<file path="src/rtl/id_ex_decode_pkg.sv">
// id_ex_decode_pkg: shared ALU codes, MIPS opcode/funct constants and the decoded-control struct
package id_ex_decode_pkg;
  typedef enum logic [4:0] {
    ALU_ADDU = 5'h00, ALU_SUBU = 5'h01, ALU_SLT  = 5'h02, ALU_AND  = 5'h03,
    ALU_NOR  = 5'h04, ALU_OR   = 5'h05, ALU_XOR  = 5'h06, ALU_SLL  = 5'h07,
    ALU_SRL  = 5'h08, ALU_SLTU = 5'h09, ALU_JALR = 5'h0a, ALU_JR   = 5'h0b,
    ALU_SLLV = 5'h0c, ALU_SRA  = 5'h0d, ALU_SRAV = 5'h0e, ALU_SRLV = 5'h0f,
    ALU_LUI  = 5'h10, ALU_BGEZ = 5'h11, ALU_BGTZ = 5'h12, ALU_BLEZ = 5'h13,
    ALU_BLTZ = 5'h14
  } aluc_e;
  localparam logic [5:0] OP_RTYPE = 6'h00, OP_REGIMM = 6'h01, OP_J = 6'h02, OP_JAL = 6'h03,
                         OP_BEQ = 6'h04, OP_BNE = 6'h05, OP_BLEZ = 6'h06, OP_BGTZ = 6'h07,
                         OP_ADDI = 6'h08, OP_ADDIU = 6'h09, OP_SLTI = 6'h0a, OP_SLTIU = 6'h0b,
                         OP_ANDI = 6'h0c, OP_ORI = 6'h0d, OP_XORI = 6'h0e, OP_LUI = 6'h0f,
                         OP_LW = 6'h23, OP_SW = 6'h2b;
  localparam logic [5:0] FN_SLL = 6'h00, FN_SRL = 6'h02, FN_SRA = 6'h03, FN_SLLV = 6'h04,
                         FN_SRLV = 6'h06, FN_SRAV = 6'h07, FN_JR = 6'h08, FN_JALR = 6'h09,
                         FN_ADD = 6'h20, FN_ADDU = 6'h21, FN_SUB = 6'h22, FN_SUBU = 6'h23,
                         FN_AND = 6'h24, FN_OR = 6'h25, FN_XOR = 6'h26, FN_NOR = 6'h27,
                         FN_SLT = 6'h2a, FN_SLTU = 6'h2b;
  typedef struct packed {
    aluc_e       aluc;
    logic [4:0]  shamt;
    logic [31:0] imm;
    logic        alu_src_imm;
    logic [4:0]  dst_reg;
    logic        reg_write;
    logic        mem_read;
    logic        mem_write;
    logic        branch;
    logic        jump;
    logic        link;
    logic        illegal;
  } ctrl_t;
endpackage

</file>
<file path="src/rtl/id_ex_decode_instr_decode.sv">
// instr_decode: combinational MIPS decode into ctrl_t; variable shifts only with ALU_VARSHIFT_EN
module instr_decode
  import id_ex_decode_pkg::*;
(
  input  logic [31:0] instr,
  output ctrl_t       ctrl
);
  logic [5:0] op, fn;
  logic [4:0] rt, rd;
  logic [31:0] sx, zx;
  assign op = instr[31:26];
  assign fn = instr[5:0];
  assign rt = instr[20:16];
  assign rd = instr[15:11];
  assign sx = {{16{instr[15]}}, instr[15:0]};
  assign zx = {16'd0, instr[15:0]};
  // Decode by opcode; anything unrecognised collapses to an ADDU bubble flagged illegal
  always_comb begin
    ctrl = '0;
    ctrl.shamt = instr[10:6];
    case (op)
      OP_RTYPE: begin
        ctrl.dst_reg = rd;
        ctrl.reg_write = instr != 32'd0;
        case (fn)
          FN_ADD, FN_ADDU: ctrl.aluc = ALU_ADDU;
          FN_SUB, FN_SUBU: ctrl.aluc = ALU_SUBU;
          FN_AND:  ctrl.aluc = ALU_AND;
          FN_OR:   ctrl.aluc = ALU_OR;
          FN_XOR:  ctrl.aluc = ALU_XOR;
          FN_NOR:  ctrl.aluc = ALU_NOR;
          FN_SLT:  ctrl.aluc = ALU_SLT;
          FN_SLTU: ctrl.aluc = ALU_SLTU;
          FN_SLL:  ctrl.aluc = ALU_SLL;
          FN_SRL:  ctrl.aluc = ALU_SRL;
          FN_SRA:  ctrl.aluc = ALU_SRA;
`ifdef ALU_VARSHIFT_EN
          FN_SLLV: ctrl.aluc = ALU_SLLV;
          FN_SRLV: ctrl.aluc = ALU_SRLV;
          FN_SRAV: ctrl.aluc = ALU_SRAV;
`endif
          FN_JR: begin
            ctrl.aluc = ALU_JR;
            ctrl.jump = 1'b1;
            ctrl.reg_write = 1'b0;
          end
          FN_JALR: begin
            ctrl.aluc = ALU_JALR;
            ctrl.jump = 1'b1;
            ctrl.link = 1'b1;
          end
          default: ctrl.illegal = 1'b1;
        endcase
      end
      OP_ADDI, OP_ADDIU, OP_SLTI, OP_SLTIU, OP_ANDI, OP_ORI, OP_XORI, OP_LUI, OP_LW, OP_SW: begin
        ctrl.alu_src_imm = 1'b1;
        ctrl.dst_reg = rt;
        ctrl.reg_write = op != OP_SW;
        ctrl.mem_read = op == OP_LW;
        ctrl.mem_write = op == OP_SW;
        ctrl.imm = op inside {OP_ANDI, OP_ORI, OP_XORI, OP_LUI} ? zx : sx;
        ctrl.aluc = op == OP_SLTI ? ALU_SLT : op == OP_SLTIU ? ALU_SLTU : op == OP_ANDI ? ALU_AND :
                    op == OP_ORI ? ALU_OR : op == OP_XORI ? ALU_XOR : op == OP_LUI ? ALU_LUI : ALU_ADDU;
      end
      OP_BEQ, OP_BNE, OP_BLEZ, OP_BGTZ, OP_REGIMM: begin
        ctrl.branch = 1'b1;
        ctrl.imm = {sx[29:0], 2'b00};
        ctrl.illegal = op == OP_REGIMM && rt > 5'd1;
        ctrl.aluc = op == OP_BLEZ ? ALU_BLEZ : op == OP_BGTZ ? ALU_BGTZ :
                    op != OP_REGIMM ? ALU_SUBU : rt == 5'd1 ? ALU_BGEZ : ALU_BLTZ;
      end
      OP_J, OP_JAL: begin
        ctrl.jump = 1'b1;
        ctrl.imm = {6'd0, instr[25:0]};
        ctrl.link = op == OP_JAL;
        ctrl.reg_write = op == OP_JAL;
        ctrl.dst_reg = op == OP_JAL ? 5'd31 : 5'd0;
      end
      default: ctrl.illegal = 1'b1;
    endcase
    if (ctrl.illegal) begin
      ctrl = '0;
      ctrl.illegal = 1'b1;
      ctrl.shamt = instr[10:6];
    end
  end
endmodule

</file>
<file path="src/rtl/id_ex_decode.sv">
// id_ex_decode: ID/EX pipeline register around instr_decode with saturating illegal counter (option ALU_VARSHIFT_EN)
module id_ex_decode
  import id_ex_decode_pkg::*;
(
  input  logic        clk,
  input  logic        rst,
  input  logic        in_valid,
  input  logic [31:0] instr,
  input  logic [31:0] in_pc,
  input  logic        stall,
  input  logic        flush,
  output logic        out_valid,
  output logic [4:0]  aluc,
  output logic [4:0]  shamt,
  output logic [31:0] imm,
  output logic        alu_src_imm,
  output logic [4:0]  dst_reg,
  output logic        reg_write,
  output logic        mem_read,
  output logic        mem_write,
  output logic        branch,
  output logic        jump,
  output logic        link,
  output logic        illegal,
  output logic [31:0] out_pc,
  output logic [7:0]  illegal_cnt
);
  ctrl_t d, dm, q;
  logic v;
  logic [31:0] pc;
  logic [7:0] cnt;
  instr_decode u_dec (.instr(instr), .ctrl(d));
  // An empty slot keeps decoded data but must never act, so its control bits are dropped
  always_comb begin
    dm = d;
    dm.reg_write = d.reg_write & in_valid;
    dm.mem_read = d.mem_read & in_valid;
    dm.mem_write = d.mem_write & in_valid;
    dm.branch = d.branch & in_valid;
    dm.jump = d.jump & in_valid;
    dm.link = d.link & in_valid;
    dm.illegal = d.illegal & in_valid;
  end
  // Pipeline register: reset, then flush to an all-zero bubble, then hold on stall, else load
  always_ff @(posedge clk) begin
    if (rst) begin
      v <= 1'b0;
      q <= '0;
      pc <= '0;
      cnt <= '0;
    end else if (flush) begin
      v <= 1'b0;
      q <= '0;
      pc <= '0;
    end else if (!stall) begin
      v <= in_valid;
      q <= dm;
      pc <= in_pc;
      cnt <= cnt + 8'(dm.illegal && cnt != 8'hff);
    end
  end
  assign out_valid = v;
  assign aluc = q.aluc;
  assign shamt = q.shamt;
  assign imm = q.imm;
  assign alu_src_imm = q.alu_src_imm;
  assign dst_reg = q.dst_reg;
  assign reg_write = q.reg_write;
  assign mem_read = q.mem_read;
  assign mem_write = q.mem_write;
  assign branch = q.branch;
  assign jump = q.jump;
  assign link = q.link;
  assign illegal = q.illegal;
  assign out_pc = pc;
  assign illegal_cnt = cnt;
endmodule

</file>
<file path="config.mk">
export PLATFORM = sky130hd
export DESIGN_NAME = id_ex_decode
export DESIGN_NICKNAME = d
export VERILOG_FILES = /design/src/rtl/id_ex_decode_pkg.sv /design/src/rtl/id_ex_decode_instr_decode.sv /design/src/rtl/id_ex_decode.sv
export SDC_FILE = /design/constraint.sdc
export NUM_CORES = 1
export LEC_CHECK = 0
export CORE_MARGIN = 5
export CORE_UTILIZATION = 45
export CTS_CLUSTER_SIZE = 28
export DETAILED_ROUTE_END_ITERATION = 10
export PLACE_DENSITY = 0.9
export SLEW_MARGIN = 20
export SYNTH_ARGS = -nofsm -noshare
export SYNTH_HDL_FRONTEND = slang
export SYNTH_SLANG_ARGS = --single-unit
</file>
<file path="constraint.sdc">
create_clock -name clk -period 9.6 [get_ports clk]
set_input_delay 2.88 -clock clk [delete_from_list [all_inputs] [get_ports clk]]
set_output_delay 2.88 -clock clk [all_outputs]
set_load 0.005 [all_outputs]
</file>
==> run metrics <==
share of the synthesized area in the top cell type=0.443; sum of net half-perimeters after detailed placement=~10000 um; Max Slew Vio Count=0; post-CTS sizing=0; Post-synth top flop=dfxtp_1; share of post-route cells with drive strength above 1=0.0526; total CTS buffers=9; Slew @ Worst Pin=1.05 ns; post-layout min period=5.68 ns; met3 WL=about 1400 um; CTS tree=done; skew final=about 0.0057 ns; Register-to-Register Setup Slack=7.81 ns; Post-route DRC=0; achievable frequency=0.176 GHz; mapped cell area=4110 um2; FF-to-FF Start=illegal_cnt[4]; met2 wire len=6370 um; # fillers=roughly 660; Clock Tree Root=clkbuf_8; worst path required time=roughly 10 ns; Largest register FFs=32; Combinational Power Share=0.138; largest net degree at the start of global routing=67; post-route cell area=~5900 um2; Critical Path Max Stage Delay=0.68 ns; reg2reg path depth=9; Slew headroom=0.300; WL/cell=around 19 um; Gate Count Post-Synth=between 400 and 500; Core Box Area=about 8800 um2; GR Util All Layers=0.231; post-synth net total=between 500 and 600; Vias=4035; top post-synthesis cells by area=dfxtp_1 (44%), mux2i_1 (9.3%), a22o_1 (8.1%); Setup crit start=instr[29]; met1 wire length=5170 um; Yosys reg bits=91; Tcrit/Tclk final=0.592; cell taking the most area after synthesis=dfxtp_1; CTS Hold Bufs=0; first-pass GRT wire length=21000 um; CP cell instances=clkdlybuf4s50_1 > or4_1 > nor3_2 > o311a_4 > o21ai_0 > nor2_1 > ha_1 > ha_1 > and3_1 > nand4_1 > xor2_1 > nor2_1; Final Hold Fails=0; library cells used by synthesis=56; switching share of power=0.254; Die H=106 um; CTS sink cnt=91; worst-path fanout max=14; CP Class=in -> reg; io pins=roughly 170; depth of the CTS H-tree=3; Pwr Density=around 130 nW/um2; Starting Density=0.467; postcts setup bufs=0; Die ar.=11100 um2; Synth Area per Inst=between 9 and 10 um2; FF-to-FF End=illegal_cnt[6]; CP Capture Type=flip-flop; number of global-route vias before repair=4126; CP endpoint=illegal_cnt[6]; post-DR vias/cell=~5.8; Port Buffers=164; ys async rst share=0; RSZ-0062 raised after global routing=false; clk slew on worst S/H paths=about 0.09 ns; Yosys warnings=0; arrival time worst endpoint=5.92 ns; num rows=34; status=completed; maxcap violations=0; Initial DRC Count=236; post-layout util=0.674; clock network fraction of total power=0.370; final wirelength=around 13000 um; Final WS setup=3.92 ns; Pint=around 600 uW; EDFF count, synth=0; placed cell areas=~5700 um2; gp weighted congestion=0.903; Hold Crit Class=reg -> reg; fin nets=roughly 660; maximum vdd drop=0.0859 mV; Switch Pwr=around 200 uW; area grow syn2layout=44.4%; clock tree buffer depth=2; initial antenna violation count=0; CP max stage cell=clkdlybuf4s50_1; Skew-Pair Late Insertion Delay=roughly 0.35 ns; final setup fails=0; sequential share of the synthesized area=0.443; diode count=0; Static Leak=0.00219 uW; gr ovfl total=0; DR pass1 iterations=5; die width=106 um; part of the power in registers=0.491; startpoint types=input pin; dpl ws=3.63 ns; Top Layer Used=met4; final antenna-violating net count=0; setup total negative slack=0 ns
==> cell type report <==
cell class                 instances  area [um2]  area share
multi-input combinational        313        2100       0.353
sequential                        91        1820       0.307
timing repair buffer             165        1640       0.277
tap                              108         135      0.0228
clock buffer                       9         124      0.0209
clock inverter                     7        97.6      0.0164
inverter                           4        15.0     0.00253
==> logic make-up after synthesis <==
family	after synthesis	synth area share
AND/OR/NAND/NOR	146	0.188
XOR/XNOR	5	0.0107
AO/OA/AOI/OAI	122	0.210
buffers and inverters	42	0.0490
adder cells (fa/ha/maj)	2	0.00609
multiplexers	38	0.0925
flip-flops	91	0.443
==> worst max-delay path, delay by kind of cell <==
family	cells	cell delay [ns]
compound gates	2	0.42
buf+inv	1	0.68
simple gates	6	1.43
fa+ha+maj	2	0.36
xor+xnor	1	0.15
==> cells in the mapped netlist, types with 6 or more instances <==
cell / number
nor4_1: 6
mux2i_1: 38
nand4_1: 6
dfxtp_1: 91
nor2_1: 60
clkbuf_1: 23
a21oi_1: 32
nor2b_1: 6
nand2_1: 27
o21ai_0: 18
a22oi_1: 9
a22o_1: 38
==> layout by cell type, fill, tap and decap left out, types with 3 or more instances in the layout <==
| cell type | synthesis | final |
|---|---|---|
| clkbuf_8 | 0 | 9 |
| nor2b_1 | 6 | 6 |
| xor2_1 | 5 | 5 |
| mux2i_1 | 38 | 38 |
| a22oi_1 | 9 | 9 |
| nand2_1 | 27 | 27 |
| o22ai_1 | 4 | 4 |
| or4_1 | 3 | 3 |
| a21oi_1 | 32 | 31 |
| dfxtp_1 | 91 | 91 |
| and3_1 | 3 | 3 |
| nand3_1 | 3 | 3 |
| o21ai_0 | 18 | 18 |
| inv_1 | 4 | 4 |
| or3_1 | 3 | 3 |
| a22o_1 | 38 | 38 |
| clkdlybuf4s50_1 | 0 | 163 |
| nor4_1 | 6 | 6 |
| a31oi_1 | 4 | 4 |
| nand2b_1 | 5 | 5 |
| nand4_1 | 6 | 6 |
| nor2_1 | 60 | 60 |
| a32o_1 | 3 | 3 |
| nand3b_1 | 4 | 4 |
==> power by group through the flow <==
stage | clock, uW | sequential, uW | combinational [uW]
5_1_grt | 314 | 388 | 117
6_report | 292 | 387 | 109
3_5_place_dp | 0 | 396 | 107
3_3_place_gp | 0 | 396 | 105
4_1_cts | 295 | 387 | 108
2_1_floorplan | 0 | 396 | 50.5
==> layer usage <==
metal  global-route usage  up-vias
met2                0.387      194
li1                     -     1895
met1                0.266     1918
met4               0.0759        0
met3                0.102       28
met5                    0        -
==> worst min-delay path by stage <==
stage	startpoint	depth (start not counted)	slack, ns	end
after floorplan	jump	2	0.43	jump
after global placement	jump	2	0.44	jump
after detailed placement	jump	2	0.45	jump
after CTS	jump	2	0.47	jump
after global routing	jump	2	0.48	jump
final	jump	2	0.46	jump
==> through the flow <==
stage,hold slack (ns),std cells,total power [uW]
finish,0.464,697,788
global route,0.484,697,819
CTS,0.467,697,790
detailed placement,0.451,681,504
global placement,0.443,681,500
floorplan,0.435,446,447
Note: power is estimated with default switching activity, not from simulation.
==> edit 1: new RTL, same settings <==
Register the output `illegal_cnt` once more, with the module's reset; this adds one clock of latency there. The other outputs are not delayed to match.
--- a/src/rtl/id_ex_decode.sv
+++ b/src/rtl/id_ex_decode.sv
@@ -73,6 +73,12 @@
   assign link = q.link;
   assign illegal = q.illegal;
   assign out_pc = pc;
-  assign illegal_cnt = cnt;
+  always_ff @(posedge clk) begin
+    if (rst) begin
+      illegal_cnt <= '0;
+    end else begin
+      illegal_cnt <= cnt;
+    end
+  end
 endmodule
 
Function: changed (a bounded check fails within 4 cycles, from zero or initial values and one cycle with rst high).
==> edit 1 against the unedited design <==
- first-iteration DRC count increased by 0.42%
- wire length decreased by 2.9%
- final area increased by 4.3%
- synthesized area increased by 7.4%
- setup slack improved by 0.051 ns
- power about the same
- sequential cell count increased by 8
- register-to-register slack got worse by 0.12 ns
==> edit 1: results (changes against the unedited design) <==
- Syn nets: 552 (was 517)
- Final Hold Vio Count: 0 (unchanged)
- Switching Share: 0.261 (was 0.254)
- Final HPWL from detailed placement: 9500 um (was 9830 um)
- First-pass GRT wire length: 20000 um (was 21000 um)
- Clock root buffer: clkbuf_8 (unchanged)
- Via count: 4109 (was 4035)
- Crit path DAT: 5.90 ns (was 5.92 ns)
- Total wire length: 12900 um (was 13300 um)
- Longest Clk Path Bufs: 2 (unchanged)
- Reg2reg end: cnt[6] (was illegal_cnt[6])
- Worst r2r src: cnt[3] (was illegal_cnt[4])
- Global Route Usage Sum: 0.213 (was 0.231)
- Crit path time final: 5.63 ns (was 5.68 ns)
- Cell variety after synth: 61 (was 56)
- Yosys warns: 0 (unchanged)
- DR pass1 iterations: 5 (unchanged)
- Clock-pin slew of the registers on the worst-case setup and hold paths: 0.09 ns (about the same)
- Worst Hold Launch: imm[2] (was jump)
- Internal: 583 uW (was 588 uW)
- Fin nets: 688 (was 655)
- Status: complete, no violations (unchanged)
- Worst hold slack: 0.461 ns (was 0.464 ns)
- P_leak: 2.21 nW (was 2.19 nW)
- Top cells by count, synth: dfxtp_1 (99), nor2_1 (61), nand2_1 (43) (was dfxtp_1 (91), nor2_1 (60), a22o_1 (38), mux2i_1 (38), a21oi_1 (32))
- Seq. pwr: 421 uW (was 387 uW)
- CP Capture Point: aluc[3] (was illegal_cnt[6])
- Slowest stage delay, CP: 0.88 ns (was 0.68 ns)
- Pre-CTS WS: 3.61 ns (was 3.63 ns)
- Number of DRC markers in iteration 0: 237 (was 236)
- CP top delay family: compound AO/OA/AOI/OAI gates (was simple AND/OR/NAND/NOR gates)
- Largest net degree at the start of global routing: 59 (was 67)
- Fin cells: 755 (was 697)
- HP Class: reg2reg (unchanged)
- CP Max Fanout: 23 (was 14)
- Layout cells sized above 1: 0.0884 (was 0.0526)
- Initial antenna violation count: 0 (unchanged)
- Async SR Flop Fraction: 0 (unchanged)
- Cts repair resizes: 0 (unchanged)
- Mean Syn Cell Area: 9.17 um2 (was 9.22 um2)
- Post-synthesis sequential area ratio: 0.449 (was 0.443)
- Gate power share: 0.141 (was 0.138)
- Hold path cells: 2 (unchanged)
- Placed cells: 739 (was 681)
- Slew margin rel.: 0.269 (was 0.300)
- H-tree depth: 3 (unchanged)
- Number of flip-flops in the largest register: 32 (unchanged)
- Peak VDD IR: 0.0619 mV (was 0.0859 mV)
- ANT cells: 0 (unchanged)
- Vias in the first global route: 4001 (was 4126)
- Worst setup path startpoint: instr[27] (was instr[29])
- WHS Endpoint: imm[2] (was jump)
- Clock skew: 0.00499 ns (was 0.00568 ns)
- Reg2Reg Setup Slack: 7.69 ns (was 7.81 ns)
- IO Port Bufs: 164 (unchanged)
- GPL Wtd Cong: 0.916 (was 0.903)
- Skew-Pair Late Insertion Delay: 0.36 ns
- Synth area leaders: dfxtp_1 (45%), mux2i_1 (8.8%), nor2_1 (5.2%) (was dfxtp_1 (44%), mux2i_1 (9.3%), a22o_1 (8.1%))
==> edit 1: cell type report <==
type	instances	area [um2]
fillers	799	3490
multi-input cells	336	2190
flip-flops and latches	99	1980
repair buffers	165	1640
well taps	133	166
clock buffers	12	155
clock inverters	4	32.5
inverters	6	22.5
==> edit 1: logic make-up (layout without fill, tap and decap cells) <==
group | count (synthesis) | after routing | synth area share
compound gates | 127 | 127 | 0.209
xor+xnor | 5 | 5 | 0.00992
fa+ha+maj | 2 | 2 | 0.00567
buf+inv | 46 | 187 | 0.0550
flops | 99 | 99 | 0.449
mux | 39 | 39 | 0.0885
simple gates | 163 | 163 | 0.183
==> edit 1: per-layer routing <==
layer,share of wire,vias up,global-route usage
met5,0,-,0
met4,0.020,0,0.0622
met3,0.11,25,0.0752
met2,0.47,186,0.346
met1,0.40,1914,0.267
li1,-,1984,-
==> edit 1: per-stage QoR <==
stage	cell area, um2	util
after floorplan	4410	-
after global placement	6000	0.620
after detailed placement	6000	0.620
after CTS	6190	0.639
after global routing	6190	0.639
final	6190	0.639
==> edit 2: new RTL, same settings <==
Made on the original files. Build with the macro `ALU_VARSHIFT_EN` defined.
--- a/src/rtl/id_ex_decode_instr_decode.sv
+++ b/src/rtl/id_ex_decode_instr_decode.sv
@@ -1,4 +1,6 @@
 // instr_decode: combinational MIPS decode into ctrl_t; variable shifts only with ALU_VARSHIFT_EN
+`define ALU_VARSHIFT_EN
+
 module instr_decode
   import id_ex_decode_pkg::*;
 (
Formal check against the unedited RTL: not equivalent (Yosys sat finds a counterexample within 4 cycles, from zero or initial values and one cycle with rst high).
==> edit 2 against the unedited design <==
- power shrank 5.8%
- critical endpoint unchanged
- fmax fell by 1.1%
- setup slack worse by 0.062 ns
- sequential cell count unchanged
- final area down 0.34%
- combinational power increased by 4%
- global-route usage down 1.6 points
- largest cell class unchanged
- final cell count grew 1.9%
- wire length fell by 6.2%
- synthesized area up 1.0%
==> edit 2: results (changes against the unedited design) <==
- Status: complete, no violations (unchanged)
- Post-Route M1 WL: 5140 um (was 5170 um)
- Vias per std cell: 5.77 (was 5.79)
- Vias in the first global route: 3982 (was 4126)
- Syn nets: 534 (was 517)
- CP Max Fanout: 13 (was 14)
- Final HPWL from detailed placement: 9110 um (was 9830 um)
- GPL Wtd Cong: 0.981 (was 0.903)
- Largest net degree at the start of global routing: 82 (was 67)
- Seq/total area: 0.308 (was 0.307)
- Number of non-clock buffers: 166 (was 165)
- Global routing usage on met3: 0.0704 (was 0.102)
- Placed cells: 694 (was 681)
- Mux share of post-synthesis cell area: 0.0940 (was 0.0925)
- #MultiIn Comb: 318 (was 313)
- Nonclk inv count: 8 (was 4)
- Post-synthesis sequential area ratio: 0.439 (was 0.443)
- Layout cells sized above 1: 0.0417 (was 0.0526)
- Least-Margin Pin Slew: 1.03 ns (was 1.05 ns)
- Top cells by count, synth: dfxtp_1 (91), nor2_1 (56), mux2i_1 (39) (was dfxtp_1 (91), nor2_1 (60), a22o_1 (38), mux2i_1 (38), a21oi_1 (32))
- First-pass GRT wire length: 19900 um (was 21000 um)
- Fraction of area in multi-input gates: 0.354 (was 0.353)
- Clock buffer count: 10 (was 9)
- Synth area leaders: dfxtp_1 (44%), mux2i_1 (9.4%), a22o_1 (6.8%) (was dfxtp_1 (44%), mux2i_1 (9.3%), a22o_1 (8.1%))
- Cell variety after synth: 55 (was 56)
- Number of DRC markers in iteration 0: 426 (was 236)
- Complex-gate fraction of the synthesized area: 0.219 (was 0.210)
- NonClk Buf Share: 0.280 (was 0.277)
- GR Layer Usage met1: 0.271 (was 0.266)
- Crit path DAT: 6.00 ns (was 5.92 ns)
- Adder-Cell Fraction of Synth Area: 0.00844 (was 0.00609)
- P_leak: 2.17 nW (was 2.19 nW)
- Clock skew: 0.00486 ns (was 0.00568 ns)
- Xor/xnor share of the synthesized area: 0.0127 (was 0.0107)
- Routed met3 length: 1320 um (was 1450 um)
- Gate power share: 0.152 (was 0.138)
- Peak VDD IR: 0.0715 mV (was 0.0859 mV)
- Clock-cell share of area: 0.0294 (was 0.0373)
- Global Route Usage Sum: 0.216 (was 0.231)
- Switch Pwr: 202 uW (was 200 uW)
- WL/cell: 17.5 um (was 19.0 um)
- Skew-Pair Late Insertion Delay: 0.37 ns (was 0.35 ns)
- Post-Syn Instances: 463 (was 446)
- Total wire length: 12400 um (was 13300 um)
- Fillcell total: 757 (was 664)
- Metal2 WL: 5710 um (was 6370 um)
==> edit 2: through the flow <==
stage	hold WS [ns]	util	power (mW)	setup WS (ns)	cell area, um2
2_1_floorplan	0.449	-	0.452	4.44	4150
3_3_place_gp	0.445	0.629	0.506	3.68	5730
3_5_place_dp	0.445	0.629	0.509	3.51	5730
4_1_cts	0.465	0.648	0.746	3.89	5910
5_1_grt	0.487	0.649	0.772	3.60	5910
6_report	0.462	0.649	0.742	3.85	5910
==> edit 2: final timing paths <==
path,from,to,slack (ns),cells past startpoint
min reg2reg,aluc[3],aluc[3],0.46,2
max,instr[29],illegal_cnt[6],3.85,12
min,aluc[3],aluc[3],0.46,2
max reg2reg,illegal_cnt[3],illegal_cnt[6],7.75,9
==> edit 2: worst max-delay path: stages <==
cell,delay (ns)
clkdlybuf4s50_1,0.63
or4_1,0.72
a211o_1,0.34
a21oi_2,0.27
o21ai_0,0.19
nor2_1,0.13
ha_1,0.18
ha_1,0.17
and3_1,0.17
nand4_1,0.11
xor2_1,0.16
nor2_1,0.05
